[config.mk]
export PLATFORM = sky130hd
export DESIGN_NAME = adj_key_ctrl
export DESIGN_NICKNAME = d
export VERILOG_FILES = /design/src/rtl/adj_key_ctrl.sv
export SDC_FILE = /design/constraint.sdc
export NUM_CORES = 1
export LEC_CHECK = 0
export BUFFER_PORTS_ARGS = -buffer_cell sky130_fd_sc_hd__buf_2
export CAP_MARGIN = 20
export CORE_ASPECT_RATIO = 1.25
export CORE_MARGIN = 2
export CORE_UTILIZATION = 30
export DETAILED_ROUTE_END_ITERATION = 8
export GPL_ROUTABILITY_DRIVEN = 0
export SLEW_MARGIN = 20
export SYNTH_ARGS = -nofsm -noshare
export SYNTH_HDL_FRONTEND = slang
export SYNTH_SLANG_ARGS = --single-unit
[constraint.sdc]
create_clock -name I_SYS_CLK -period 2.57 [get_ports I_SYS_CLK]
set_input_delay 0.771 -clock I_SYS_CLK [delete_from_list [all_inputs] [get_ports I_SYS_CLK]]
set_output_delay 0.771 -clock I_SYS_CLK [all_outputs]
set_load 0.02 [all_outputs]
[src/rtl/adj_key_ctrl.sv]
// Front-panel adjust controller: debounced MODE/UP/DOWN keys drive per-stage digit selects and shared up/down pulses.
// Optional auto-repeat of held UP/DOWN keys is built when ADJ_AUTO_REPEAT_EN is defined.
module adj_key_ctrl #(
    parameter int          PAR_NUM_FIELDS = 3,
    parameter logic [19:0] PAR_DEB_CYCLES = 20'd500000,
    parameter logic [23:0] PAR_REP_DELAY  = 24'd10000000,
    parameter logic [23:0] PAR_REP_PERIOD = 24'd2500000
) (
    input  logic                          I_SYS_CLK,
    input  logic                          I_EXT_RST,
    input  logic                          I_KEY_MODE,
    input  logic                          I_KEY_UP,
    input  logic                          I_KEY_DOWN,
    output logic                          O_ADJ_UP,
    output logic                          O_ADJ_DOWN,
    output logic [2*PAR_NUM_FIELDS-1:0]   O_ADJ_SEL,
    output logic                          O_ADJ_ACTIVE
);

    localparam int K_MODE = 0;
    localparam int K_UP   = 1;
    localparam int K_DN   = 2;
    localparam int POS_W  = $clog2(2 * PAR_NUM_FIELDS + 1);
    localparam logic [POS_W-1:0] POS_ONE  = POS_W'(1);
    localparam logic [POS_W-1:0] POS_LAST = POS_W'(2 * PAR_NUM_FIELDS);
    localparam int SEL_W = 2 * PAR_NUM_FIELDS;

    // Odd positions select digit A (pair 10), even positions digit B (pair 01) of stage (p-1)>>1.
    function automatic logic [SEL_W-1:0] sel_encode(input logic [POS_W-1:0] p);
        logic [POS_W-1:0] pm1;
        pm1 = p - POS_ONE;
        sel_encode = '1;
        for (int f = 0; f < PAR_NUM_FIELDS; f++) begin
            if ((p != '0) && (pm1[POS_W-1:1] == f[POS_W-2:0])) begin
                sel_encode[2*f +: 2] = p[0] ? 2'b10 : 2'b01;
            end else begin
                sel_encode[2*f +: 2] = 2'b11;
            end
        end
    endfunction

    logic [2:0]        raw_s;
    logic [2:0]        sync1_q;
    logic [2:0]        sync2_q;
    logic [2:0]        deb_q;
    logic [2:0]        deb_d;
    logic [2:0]        deb_prev_q;
    logic [2:0]        rise_s;
    logic [2:0][19:0]  cnt_q;
    logic [2:0][19:0]  cnt_d;

    logic [POS_W-1:0]  pos_q;
    logic [POS_W-1:0]  pos_d;
    logic [SEL_W-1:0]  sel_q;
    logic [SEL_W-1:0]  sel_d;
    logic              act_q;
    logic              act_d;
    logic              up_q;
    logic              up_d;
    logic              dn_q;
    logic              dn_d;

    logic              mode_ev_s;
    logic              up_ev_s;
    logic              dn_ev_s;
    logic              both_s;
    logic              edit_s;
    logic              press_up_s;
    logic              press_dn_s;

    assign raw_s     = {I_KEY_DOWN, I_KEY_UP, I_KEY_MODE};
    assign rise_s    = deb_q & ~deb_prev_q;
    assign mode_ev_s = rise_s[K_MODE];
    assign up_ev_s   = rise_s[K_UP];
    assign dn_ev_s   = rise_s[K_DN];
    assign both_s    = deb_q[K_UP] & deb_q[K_DN];
    assign edit_s    = (pos_q != '0);

    // Debouncer next state: count consecutive cycles where the synchronized level disagrees.
    always_comb begin
        deb_d = deb_q;
        cnt_d = cnt_q;
        for (int k = 0; k < 3; k++) begin
            if (sync2_q[k] == deb_q[k]) begin
                cnt_d[k] = 20'd0;
            end else if (cnt_q[k] == (PAR_DEB_CYCLES - 20'd1)) begin
                cnt_d[k] = 20'd0;
                deb_d[k] = sync2_q[k];
            end else begin
                cnt_d[k] = cnt_q[k] + 20'd1;
            end
        end
    end

    // Position stepping and initial key pulses; MODE suppresses a same-cycle UP/DOWN press.
    always_comb begin
        pos_d      = pos_q;
        press_up_s = 1'b0;
        press_dn_s = 1'b0;
        if (mode_ev_s) begin
            if (pos_q == POS_LAST) begin
                pos_d = '0;
            end else begin
                pos_d = pos_q + POS_ONE;
            end
        end else if (edit_s && !both_s) begin
            press_up_s = up_ev_s;
            press_dn_s = dn_ev_s & ~up_ev_s;
        end else begin
            pos_d = pos_q;
        end
    end

`ifdef ADJ_AUTO_REPEAT_EN
    logic        rep_act_q;
    logic        rep_act_d;
    logic        rep_dir_q;
    logic        rep_dir_d;
    logic        rep_ph_q;
    logic        rep_ph_d;
    logic [23:0] rep_cnt_q;
    logic [23:0] rep_cnt_d;
    logic [23:0] rep_lim_s;
    logic        rep_held_s;
    logic        rep_up_s;
    logic        rep_dn_s;

    assign rep_lim_s  = rep_ph_q ? (PAR_REP_PERIOD - 24'd1) : (PAR_REP_DELAY - 24'd1);
    assign rep_held_s = rep_dir_q ? deb_q[K_UP] : deb_q[K_DN];

    // Repeat timer: armed by an initial pulse, first waits the delay, then fires every period.
    always_comb begin
        rep_act_d = rep_act_q;
        rep_dir_d = rep_dir_q;
        rep_ph_d  = rep_ph_q;
        rep_cnt_d = rep_cnt_q;
        rep_up_s  = 1'b0;
        rep_dn_s  = 1'b0;
        if (mode_ev_s || !edit_s || both_s) begin
            rep_act_d = 1'b0;
            rep_ph_d  = 1'b0;
            rep_cnt_d = 24'd0;
        end else if (press_up_s || press_dn_s) begin
            rep_act_d = 1'b1;
            rep_dir_d = press_up_s;
            rep_ph_d  = 1'b0;
            rep_cnt_d = 24'd0;
        end else if (rep_act_q && rep_held_s) begin
            if (rep_cnt_q == rep_lim_s) begin
                rep_cnt_d = 24'd0;
                rep_ph_d  = 1'b1;
                rep_up_s  = rep_dir_q;
                rep_dn_s  = ~rep_dir_q;
            end else begin
                rep_cnt_d = rep_cnt_q + 24'd1;
            end
        end else begin
            rep_act_d = 1'b0;
            rep_ph_d  = 1'b0;
            rep_cnt_d = 24'd0;
        end
    end

    // Repeat timer state register.
    always_ff @(posedge I_SYS_CLK) begin
        if (I_EXT_RST) begin
            rep_act_q <= 1'b0;
            rep_dir_q <= 1'b0;
            rep_ph_q  <= 1'b0;
            rep_cnt_q <= 24'd0;
        end else begin
            rep_act_q <= rep_act_d;
            rep_dir_q <= rep_dir_d;
            rep_ph_q  <= rep_ph_d;
            rep_cnt_q <= rep_cnt_d;
        end
    end

    assign up_d = press_up_s | rep_up_s;
    assign dn_d = press_dn_s | rep_dn_s;
`else
    logic unused_rep_cfg_s;
    assign unused_rep_cfg_s = ^{PAR_REP_DELAY, PAR_REP_PERIOD};

    assign up_d = press_up_s;
    assign dn_d = press_dn_s;
`endif

    assign sel_d = sel_encode(pos_d);
    assign act_d = (pos_d != '0);

    // Synchronizers, debouncers, position and registered outputs.
    always_ff @(posedge I_SYS_CLK) begin
        if (I_EXT_RST) begin
            sync1_q    <= 3'b000;
            sync2_q    <= 3'b000;
            deb_q      <= 3'b000;
            deb_prev_q <= 3'b000;
            cnt_q      <= '0;
            pos_q      <= '0;
            sel_q      <= '1;
            act_q      <= 1'b0;
            up_q       <= 1'b0;
            dn_q       <= 1'b0;
        end else begin
            sync1_q    <= raw_s;
            sync2_q    <= sync1_q;
            deb_q      <= deb_d;
            deb_prev_q <= deb_q;
            cnt_q      <= cnt_d;
            pos_q      <= pos_d;
            sel_q      <= sel_d;
            act_q      <= act_d;
            up_q       <= up_d;
            dn_q       <= dn_d;
        end
    end

    assign O_ADJ_UP     = up_q;
    assign O_ADJ_DOWN   = dn_q;
    assign O_ADJ_SEL    = sel_q;
    assign O_ADJ_ACTIVE = act_q;

endmodule
==> run metrics, run 1 <==
status completed; CTS Buf Count 9; Post-Route WL 6690 um; grt ovf 0; Post-CTS Resized 0; skew final 0.00696 ns; CTS max path bufs 2; clock-pin slew on the worst setup and hold paths 0.06 ns; post-CTS setup buffers 0; number of global-route vias before repair 2543; post-synthesis cell area 0.00360 mm2; count of final hold-check violations 0; Crit path required time 2.84 ns; prevailing post-synth register cell dfxtp_1; EDFF count, synth 0; Die ar. 0.0129 mm2; # nets final 423; Max-slew headroom 0.700; Max Freq 0.495 GHz; final period utilization 0.786; CP max stage delay 0.59 ns; Vias per Instance 4.82; Design Area, Final 0.00419 mm2; Final ANT Viol Nets 0; GR Util All Layers 0.111; fin util 0.359; Die Span X 102 um; post-synthesis async set-or-reset flop share 0; final antenna diode count 0; H-Tree Depth 3; clk_lat worst skew 0.34 ns; TritonCTS clock tree yes; Synth area leader dfxtp_1; layout cells sized above 1 0.103; RSZ-0062 raised after global routing no; placed cells 564; post-synthesis cell type count 43; Final Max Tran Viols 0; YS warnings 0; sequential-to-total area share from yosys stat 0.467; dpl hpwl 4630 um; # IOs 14; post-route insts no fill 580; clock sinks 84; synthesized instance count 395; Final WS setup 0.550 ns; Buf/Inv on CP 0; setup_tns 0 ns; Critical Path Fanout Max 5; pre-CTS setup slack 0.568 ns; Worst Path Arrival 2.29 ns; final setup fails 0; HP Class reg -> reg; I/O Buffers 13; crit path launch type register; Crit Path Class reg -> reg; worst path cell trace ha_1, nand4_1, or4_4, or3_1, a31oi_1; row count 44; slowest stage cell, crit path or4_4; Synth top area share 0.467; Cell Area, Placed 0.00385 mm2; Die Ht 127 um; root buffer cell clkbuf_16; PwrDens 657 mW/mm2; CORE AREA 0.0117 mm2; most frequent cells in the layout dfxtp_1, nor2_1, xnor2_1, nand3_1, nand4_1; Critical Path Sink Type register; Tmin final 2.02 ns; FF+latch count, synth 84; Initial Util 0.309; first-pass GRT wire length 11500 um; Remaining DRCs 0; maxcap violations 0; hold_buf cts 0; synth top area cells dfxtp_1, xnor2_1, nor2_1; WHS 0.403 ns; initial DRC count 148; Layout area overhead 16.3%; syn_nets 404; total power 2.75 mW; most common cell after layout, fill and taps aside dfxtp_1; largest net degree at the start of global routing 22; delay-heaviest family, CP simple AND/OR/NAND/NOR gates; static leakage 1.25 nW; DR WL/cell 11.5 um; Vias 2794; Avg Inst Size Synth 9.12 um2; worst-margin pin slew 0.446 ns; Peak supply drop 0.303 mV; First-pass DRT Iterations 4; initial antenna violation count 0
report_power, final:
part	switching, mW	leakage (nW)	total, mW	internal, mW
logic	0.0169	0.411	0.0264	0.00952
registers	0.00324	0.678	1.31	1.31
clock network	0.527	0.160	1.41	0.885
flip-flops by register name, indices dropped and copies added (netlist names):
register	flops
O_ADJ_ACTIVE	1
O_ADJ_DOWN	1
O_ADJ_SEL	6
sync2_q	3
sync1_q	3
deb_q	3
pos_q	3
cnt_q	60
O_ADJ_UP	1
deb_prev_q	3
worst paths after layout:
check | startpoint | end | slack [ns] | cells after the start
worst max register to register | cnt_q[20]$_SDFF_PP0_ | cnt_q[38]$_SDFF_PP0_ | 0.55 | 5
worst min-delay path | deb_prev_q[1]$_SDFF_PP0_ | O_ADJ_UP$_SDFF_PP0_ | 0.40 | 1
worst min register to register | deb_prev_q[1]$_SDFF_PP0_ | O_ADJ_UP$_SDFF_PP0_ | 0.40 | 1
worst max-delay path | cnt_q[20]$_SDFF_PP0_ | cnt_q[38]$_SDFF_PP0_ | 0.55 | 5
cell usage after synthesis (4+ instances only):
| cell | instances |
|---|---|
| nand3_1 | 24 |
| dfxtp_1 | 84 |
| nand3b_1 | 4 |
| nor2_1 | 64 |
| xnor2_1 | 36 |
| nor2b_1 | 11 |
| nor4_1 | 16 |
| a21oi_1 | 9 |
| nand2_1 | 18 |
| inv_1 | 11 |
| xor2_1 | 14 |
| or3_1 | 6 |
| ha_1 | 4 |
| nor4b_1 | 5 |
| o21ai_0 | 6 |
| nand4_1 | 20 |
| clkbuf_1 | 5 |
| nor3_1 | 15 |
layout make-up:
cell class / count / area (um2)
well taps: 161 / 201
inverters: 11 / 41.3
flip-flops and latches: 84 / 1680
clock inverters: 6 / 93.8
repair buffers: 16 / 87.6
multi-input cells: 292 / 1840
clock buffers: 10 / 239
fillers: 1211 / 7480
cell families (layout without fill, tap and decap cells):
group	count (synthesis)	in the layout	synth area share
muxes	3	3	0.00834
adders and majority gates	4	4	0.0139
buffers and inverters	19	43	0.0215
DFF	84	84	0.467
AOI/OAI and AO/OA	28	28	0.0490
xor gates and xnor gates	50	50	0.122
and+or+nand+nor	207	207	0.319
per-layer routing:
layer,track usage,up-vias,part of all wire
li1,-,1443,-
met1,0.138,1293,0.48
met2,0.175,42,0.45
met3,0.0226,16,0.034
met4,0.0651,0,0.028
met5,0,-,0
Note: power is estimated with default switching activity, not from simulation.
==> run 2: changes to the inputs <==
==> constraint.sdc (replaced) <==
create_clock -name I_SYS_CLK -period 1.9 [get_ports I_SYS_CLK]
set_input_delay 0.57 -clock I_SYS_CLK [delete_from_list [all_inputs] [get_ports I_SYS_CLK]]
set_output_delay 0.57 -clock I_SYS_CLK [all_outputs]
set_load 0.02 [all_outputs]
==> run 2 against run 1 <==
  * Fmax grew 12%
  * Core utilization grew 1.3 points
  * Clock skew shrank 0.0038 ns
  * Register-to-register slack lost 0.45 ns
  * Cell area grew 3.6%
  * Sequential power grew 35%
  * Clock power grew 32%
  * Global-route usage grew 0.20 points
  * Worst hold slack gained 0.0015 ns
==> run metrics, run 2 (synthesized netlist as in run 1, its figures left out) <==
pre-CTS setup slack 0.0538 ns (-0.514 ns); largest net degree at the start of global routing 20 (-9.1%); crit path launch type register; Initial Util 0.309 (unchanged); post-CTS setup buffers 0 (unchanged); Die ar. 0.0129 mm2 (unchanged); dpl hpwl 4820 um (+4.1%); Critical Path Stages 5 (unchanged); TritonCTS clock tree yes; count of final hold-check violations 0 (unchanged); Critical Path Sink Type register; root buffer cell clkbuf_16; # nets final 443 (+4.7%); max FFs per register 60 (unchanged); number of global-route vias before repair 2650 (+4.2%); H-Tree Depth 3 (unchanged); clock sinks 84 (unchanged); slowest stage cell, crit path or4_4; PwrDens 846 mW/mm2 (+29%); RSZ-0062 raised after global routing no; most frequent cells in the layout dfxtp_1, nor2_1, xnor2_1, nand3_1, buf_4; CTS Buf Count 9 (unchanged); Max-slew headroom 0.732 (+0.0318); R2R cell count 5 (unchanged); Remaining DRCs 0 (unchanged); skew final 0.00317 ns (-0.00379 ns); GR Util All Layers 0.113 (+0.00196); Biggest register cnt_q; status completed; CP max stage delay 0.55 ns (-0.04 ns); WHS 0.404 ns (+0.00150 ns); delay-heaviest family, CP simple AND/OR/NAND/NOR gates; Hold Startpoint deb_prev_q[2]$_SDFF_PP0_; most common cell after layout, fill and taps aside dfxtp_1; initial DRC count 150 (+1.4%); initial antenna violation count 0 (unchanged); Die Span X 102 um (unchanged); setup_tns 0 ns (unchanged); CTS max path bufs 2 (unchanged); R2R Path Start cnt_q[41]$_SDFF_PP0_; Peak supply drop 0.400 mV (+32%); CORE AREA 0.0117 mm2 (unchanged); clk_lat worst skew 0.34 ns (about the same); Buf/Inv on CP 0 (unchanged); Die Ht 127 um (unchanged); Worst Path Arrival 2.07 ns (-0.22 ns); hold depth 1 (unchanged); DR WL/cell 11.2 um (-3.1%); final antenna diode count 0 (unchanged); Vias 2823 (+1.0%); Layout area overhead 20.5%; Final ANT Viol Nets 0 (unchanged); grt ovf 0 (unchanged); worst-margin pin slew 0.399 ns (-0.0470 ns); Vias per Instance 4.71 (-2.3%); clock-pin slew on the worst setup and hold paths 0.06 ns (about the same); Post-Route WL 6710 um (+0.22%); maxcap violations 0 (unchanged); final setup fails 0 (unchanged); Max Freq 0.555 GHz (+12%); fill count 1190 (-1.7%); first-pass GRT wire length 11800 um (+2.0%); worst path cell trace ha_1, nand4_1, or4_4, or3_1, a21oi_1; Final WS setup 0.0995 ns (-0.450 ns); hold_buf cts 0 (unchanged); Tmin final 1.80 ns (-0.220 ns); layout cells sized above 1 0.144 (+0.0409); crit path from cnt_q[41]$_SDFF_PP0_; row count 44 (unchanged); I/O Buffers 13 (unchanged); Critical Path Fanout Max 4 (-1); Post-CTS Resized 0 (unchanged); final period utilization 0.948 (+0.162); Crit path required time 2.17 ns (-0.67 ns); static leakage 1.34 nW (+7.3%); Crit Path Class reg -> reg; HP Class reg -> reg; # IOs 14 (unchanged); First-pass DRT Iterations 4 (unchanged); Final Max Tran Viols 0 (unchanged)
==> run 2: cell count changes in the layout (fill, tap and decap cells not counted), sizes merged <==
| cell | delta |
|---|---|
| buf | +20 |
| inv | -2 |
| clkbuf | +2 |
==> run 2: worst register-to-register path, stage by stage (launching register included) <==
cell and delay [ns]:
dfxtp_1 0.37, ha_1 0.18, nand4_1 0.13, or4_4 0.55
or3_1 0.35, a21oi_1 0.15
==> run 2: worst paths after layout <==
check,end,slack [ns]
worst max-delay path,cnt_q[58]$_SDFF_PP0_,0.1
worst min-delay path,O_ADJ_DOWN$_SDFF_PP0_,0.40
worst max register to register,cnt_q[58]$_SDFF_PP0_,0.1
worst min register to register,O_ADJ_DOWN$_SDFF_PP0_,0.40
==> run 2: routing by layer <==
metal,track usage,wire [um],vias to the layer above
li1,-,-,1480
met1,0.136,3260,1296
met2,0.178,3050,38
met3,0.0386,269,9
met4,0.0518,129,0
met5,0,0,-
==> run 2: power breakdown <==
group	switching (mW)	total (mW)	internal [mW]	leakage, nW
clock	0.674	1.86	1.18	0.153
combinational	0.0223	0.0392	0.0169	0.508
sequential	0.00405	1.77	1.77	0.678
total	0.701	3.67	2.97	1.34
==> run 2: layout make-up <==
class	instances	area, um2	area share
clock buffer	12	246	0.0568
clock inverter	4	72.6	0.0167
inverter	11	41.3	0.00951
multi-input combinational	292	1850	0.425
sequential	84	1680	0.388
tap	161	201	0.0464
timing repair buffer	36	250	0.0577
==> run 2: metrics by stage <==
stage                     utilization  cell area, um2  cells  total power [mW]
after floorplan                     -            3600    395              1.83
after global placement          0.344            4020    584              1.85
after detailed placement        0.344            4020    584              1.85
after CTS                       0.372            4340    600              3.71
after global routing            0.372            4340    600              3.81
final                           0.372            4340    600              3.67
==> run 3: changes to the inputs <==
--- a/config.mk
+++ b/config.mk
@@ -5,6 +5,7 @@
 export SDC_FILE = /design/constraint.sdc
 export NUM_CORES = 1
 export LEC_CHECK = 0
+export ABC_AREA = 1
 export BUFFER_PORTS_ARGS = -buffer_cell sky130_fd_sc_hd__buf_2
 export CAP_MARGIN = 20
 export CORE_ASPECT_RATIO = 1.25
==> run 3 against run 2 <==
  * Die area up 14%
  * Clock skew rose by 0.0055 ns
  * Worst hold slack got worse by 0.0055 ns
  * Synthesized cell count grew 56%
  * Register-to-register slack better by 0.18 ns
  * Global-route usage increased by 2.2 points
  * First-iteration DRC count is 4.0% lower
  * Largest power group is now sequential cells
  * Power fell by 3.7%
  * Cell count up 36%
==> run metrics, run 3 <==
layout cells sized above 1 0.0792 (-0.0643); CORE AREA 0.0133 mm2 (+14%); Crit path required time 2.14 ns (-0.03 ns); post-synthesis cell type count 31 (-28%); grt ovf 0 (unchanged); root buffer cell clkbuf_16; synth top area cells dfxtp_1, nand2_1, nor2_1; number of global-route vias before repair 3444 (+30%); final antenna diode count 0 (unchanged); switching part of the total 0.229 (+0.0381); Critical Path Sink Type register; clock sinks 84 (unchanged); Synth area leader dfxtp_1; Vias per Instance 4.51 (-4.2%); Die Ht 135 um (+6.7%); Max Freq 0.616 GHz (+11%); most common cell after layout, fill and taps aside nand2_1; Post-synth top cells nand2_1, nor2_1, dfxtp_1; row count 47 (+6.8%); status completed; # IOs 14 (unchanged); count of final hold-check violations 0 (unchanged); synthesized instance count 617 (+56%); Max-slew headroom 0.713 (-0.0191); crit path launch type register; R2R Setup Slk 0.28 ns (+0.18 ns); # nets final 648 (+46%); post-synthesis async set-or-reset flop share 0 (unchanged); Post-CTS Resized 0 (unchanged); Peak supply drop 0.382 mV (-4.7%); First-pass DRT Iterations 4 (unchanged); Post-Route WL 8880 um (+32%); setup_tns 0 ns (unchanged); CTS Buf Count 9 (unchanged); DR WL/cell 10.9 um (-2.6%); max FFs per register 60 (unchanged); maxcap violations 0 (unchanged); Vias 3675 (+30%); worst-margin pin slew 0.427 ns (+0.0286 ns); static leakage 1.57 nW (+17%); crit path from pos_q[1]$_SDFF_PP0_; Die Span X 109 um (+6.6%); Final ANT Viol Nets 0 (unchanged); Critical Path Fanout Max 7 (+3); crit path capture O_ADJ_SEL[4]$_SDFF_PP1_; syn_nets 626 (+55%); logic gate share of total power 0.012 (about the same); R2R cell count 7 (+2); post-CTS setup buffers 0 (unchanged); FF-to-FF End O_ADJ_SEL[4]$_SDFF_PP1_; Final Max Tran Viols 0 (unchanged); YS warnings 0 (unchanged); clock-pin slew on the worst setup and hold paths 0.07 ns (about the same); Biggest register cnt_q; Int Pwr 2.73 mW (-8.2%); HP Class reg -> reg; most frequent cells in the layout nand2_1, nor2_1, dfxtp_1, inv_1, nand3_1; GR Util All Layers 0.134 (+0.0219); Synth top area share 0.409 (-0.0581); largest net degree at the start of global routing 20 (unchanged); PwrDens 756 mW/mm2 (-11%); dpl hpwl 6630 um (+37%); final setup fails 0 (unchanged); Psw 0.810 mW (+16%); initial antenna violation count 0 (unchanged); Crit Path Class reg -> reg; FF+latch count, synth 84 (unchanged); clk_lat worst skew 0.35 ns (about the same); hold_buf cts 0 (unchanged); H-Tree Depth 3 (unchanged); Clock Power Share 0.487 (-0.019); skew final 0.00869 ns (+0.00552 ns); Initial Util 0.308 (-0.000458); initial DRC count 144 (-4.0%); RSZ-0062 raised after global routing no; WHS 0.399 ns (-0.00554 ns); top-count cell post-synth nand2_1; EDFF count, synth 0 (unchanged); sequential-to-total area share from yosys stat 0.409 (-0.0581); first-pass GRT wire length 15600 um (+33%); Seq pwr share 0.501 (+0.018); R2R Path Start pos_q[1]$_SDFF_PP0_; post-synthesis cell area 0.00411 mm2 (+14%); Die ar. 0.0147 mm2 (+14%); final period utilization 0.854 (-0.0936); I/O Buffers 13 (unchanged); Avg Inst Size Synth 6.67 um2 (-27%); Remaining DRCs 0 (unchanged); Tmin final 1.62 ns (-0.178 ns); TritonCTS clock tree yes; CTS max path bufs 2 (unchanged); Worst Path Arrival 1.86 ns (-0.21 ns); prevailing post-synth register cell dfxtp_1; Layout area overhead 13.8%
==> run 3: area by class of cell <==
type	instances	area (um2)
multi-input cells	446	2080
clock inverters	6	53.8
repair buffers	17	108
flip-flops and latches	84	1680
fillers	1413	8670
well taps	171	214
clock buffers	10	239
inverters	81	304
==> run 3: critical path, cell delays in order (launching register included) <==
cell,delay [ns]
dfxtp_1,0.46
a21oi_1,0.11
o21ai_1,0.31
ha_1,0.23
nand3b_1,0.15
nand2_1,0.07
nor2_1,0.12
nand2_1,0.06
==> run 3: power groups by stage <==
stage / Clock (mW) / Sequential [mW] / Combinational, mW
3_5_place_dp: 0 / 1.81 / 0.0441
2_1_floorplan: 0 / 1.81 / 0.0308
4_1_cts: 1.77 / 1.77 / 0.0442
3_3_place_gp: 0 / 1.81 / 0.0435
6_report: 1.72 / 1.77 / 0.0429
5_1_grt: 1.83 / 1.77 / 0.0496
==> run 3: worst min-delay path by stage <==
| stage | end | slack, ns | cells after the start | from |
|---|---|---|---|---|
| floorplan | O_ADJ_DOWN$_SDFF_PP0_ | 0.38 | 1 | deb_prev_q[2]$_SDFF_PP0_ |
| global placement | O_ADJ_DOWN$_SDFF_PP0_ | 0.39 | 1 | deb_prev_q[2]$_SDFF_PP0_ |
| detailed placement | sync2_q[1]$_SDFF_PP0_ | 0.39 | 2 | sync1_q[1]$_SDFF_PP0_ |
| CTS | sync2_q[2]$_SDFF_PP0_ | 0.40 | 2 | sync1_q[2]$_SDFF_PP0_ |
| global route | O_ADJ_DOWN$_SDFF_PP0_ | 0.42 | 1 | deb_prev_q[2]$_SDFF_PP0_ |
| finish | sync2_q[2]$_SDFF_PP0_ | 0.40 | 2 | sync1_q[2]$_SDFF_PP0_ |
==> run 3: metrics by stage <==
stage | util | setup WS [ns] | area (um2) | power (mW) | cells
5_1_grt | 0.351 | 0.111 | 4680 | 3.65 | 815
2_1_floorplan | - | 0.420 | 4110 | 1.84 | 617
4_1_cts | 0.351 | 0.286 | 4680 | 3.59 | 815
3_5_place_dp | 0.329 | 0.265 | 4390 | 1.86 | 799
6_report | 0.351 | 0.277 | 4680 | 3.54 | 815
3_3_place_gp | 0.329 | 0.310 | 4390 | 1.86 | 799
==> run 3: cell families after synthesis <==
logic type,Yosys count,synth area share
AOI/OAI and AO/OA,54,0.0721
buffers and inverters,87,0.0855
xor gates and xnor gates,18,0.0383
DFF,84,0.409
and+or+nand+nor,370,0.383
adders and majority gates,4,0.0122
==> run 3: metal layers <==
layer	global-route usage	routed length, um
met5	0	0
met4	0.0570	253
met3	0.0372	225
met2	0.220	4270
met1	0.164	4130
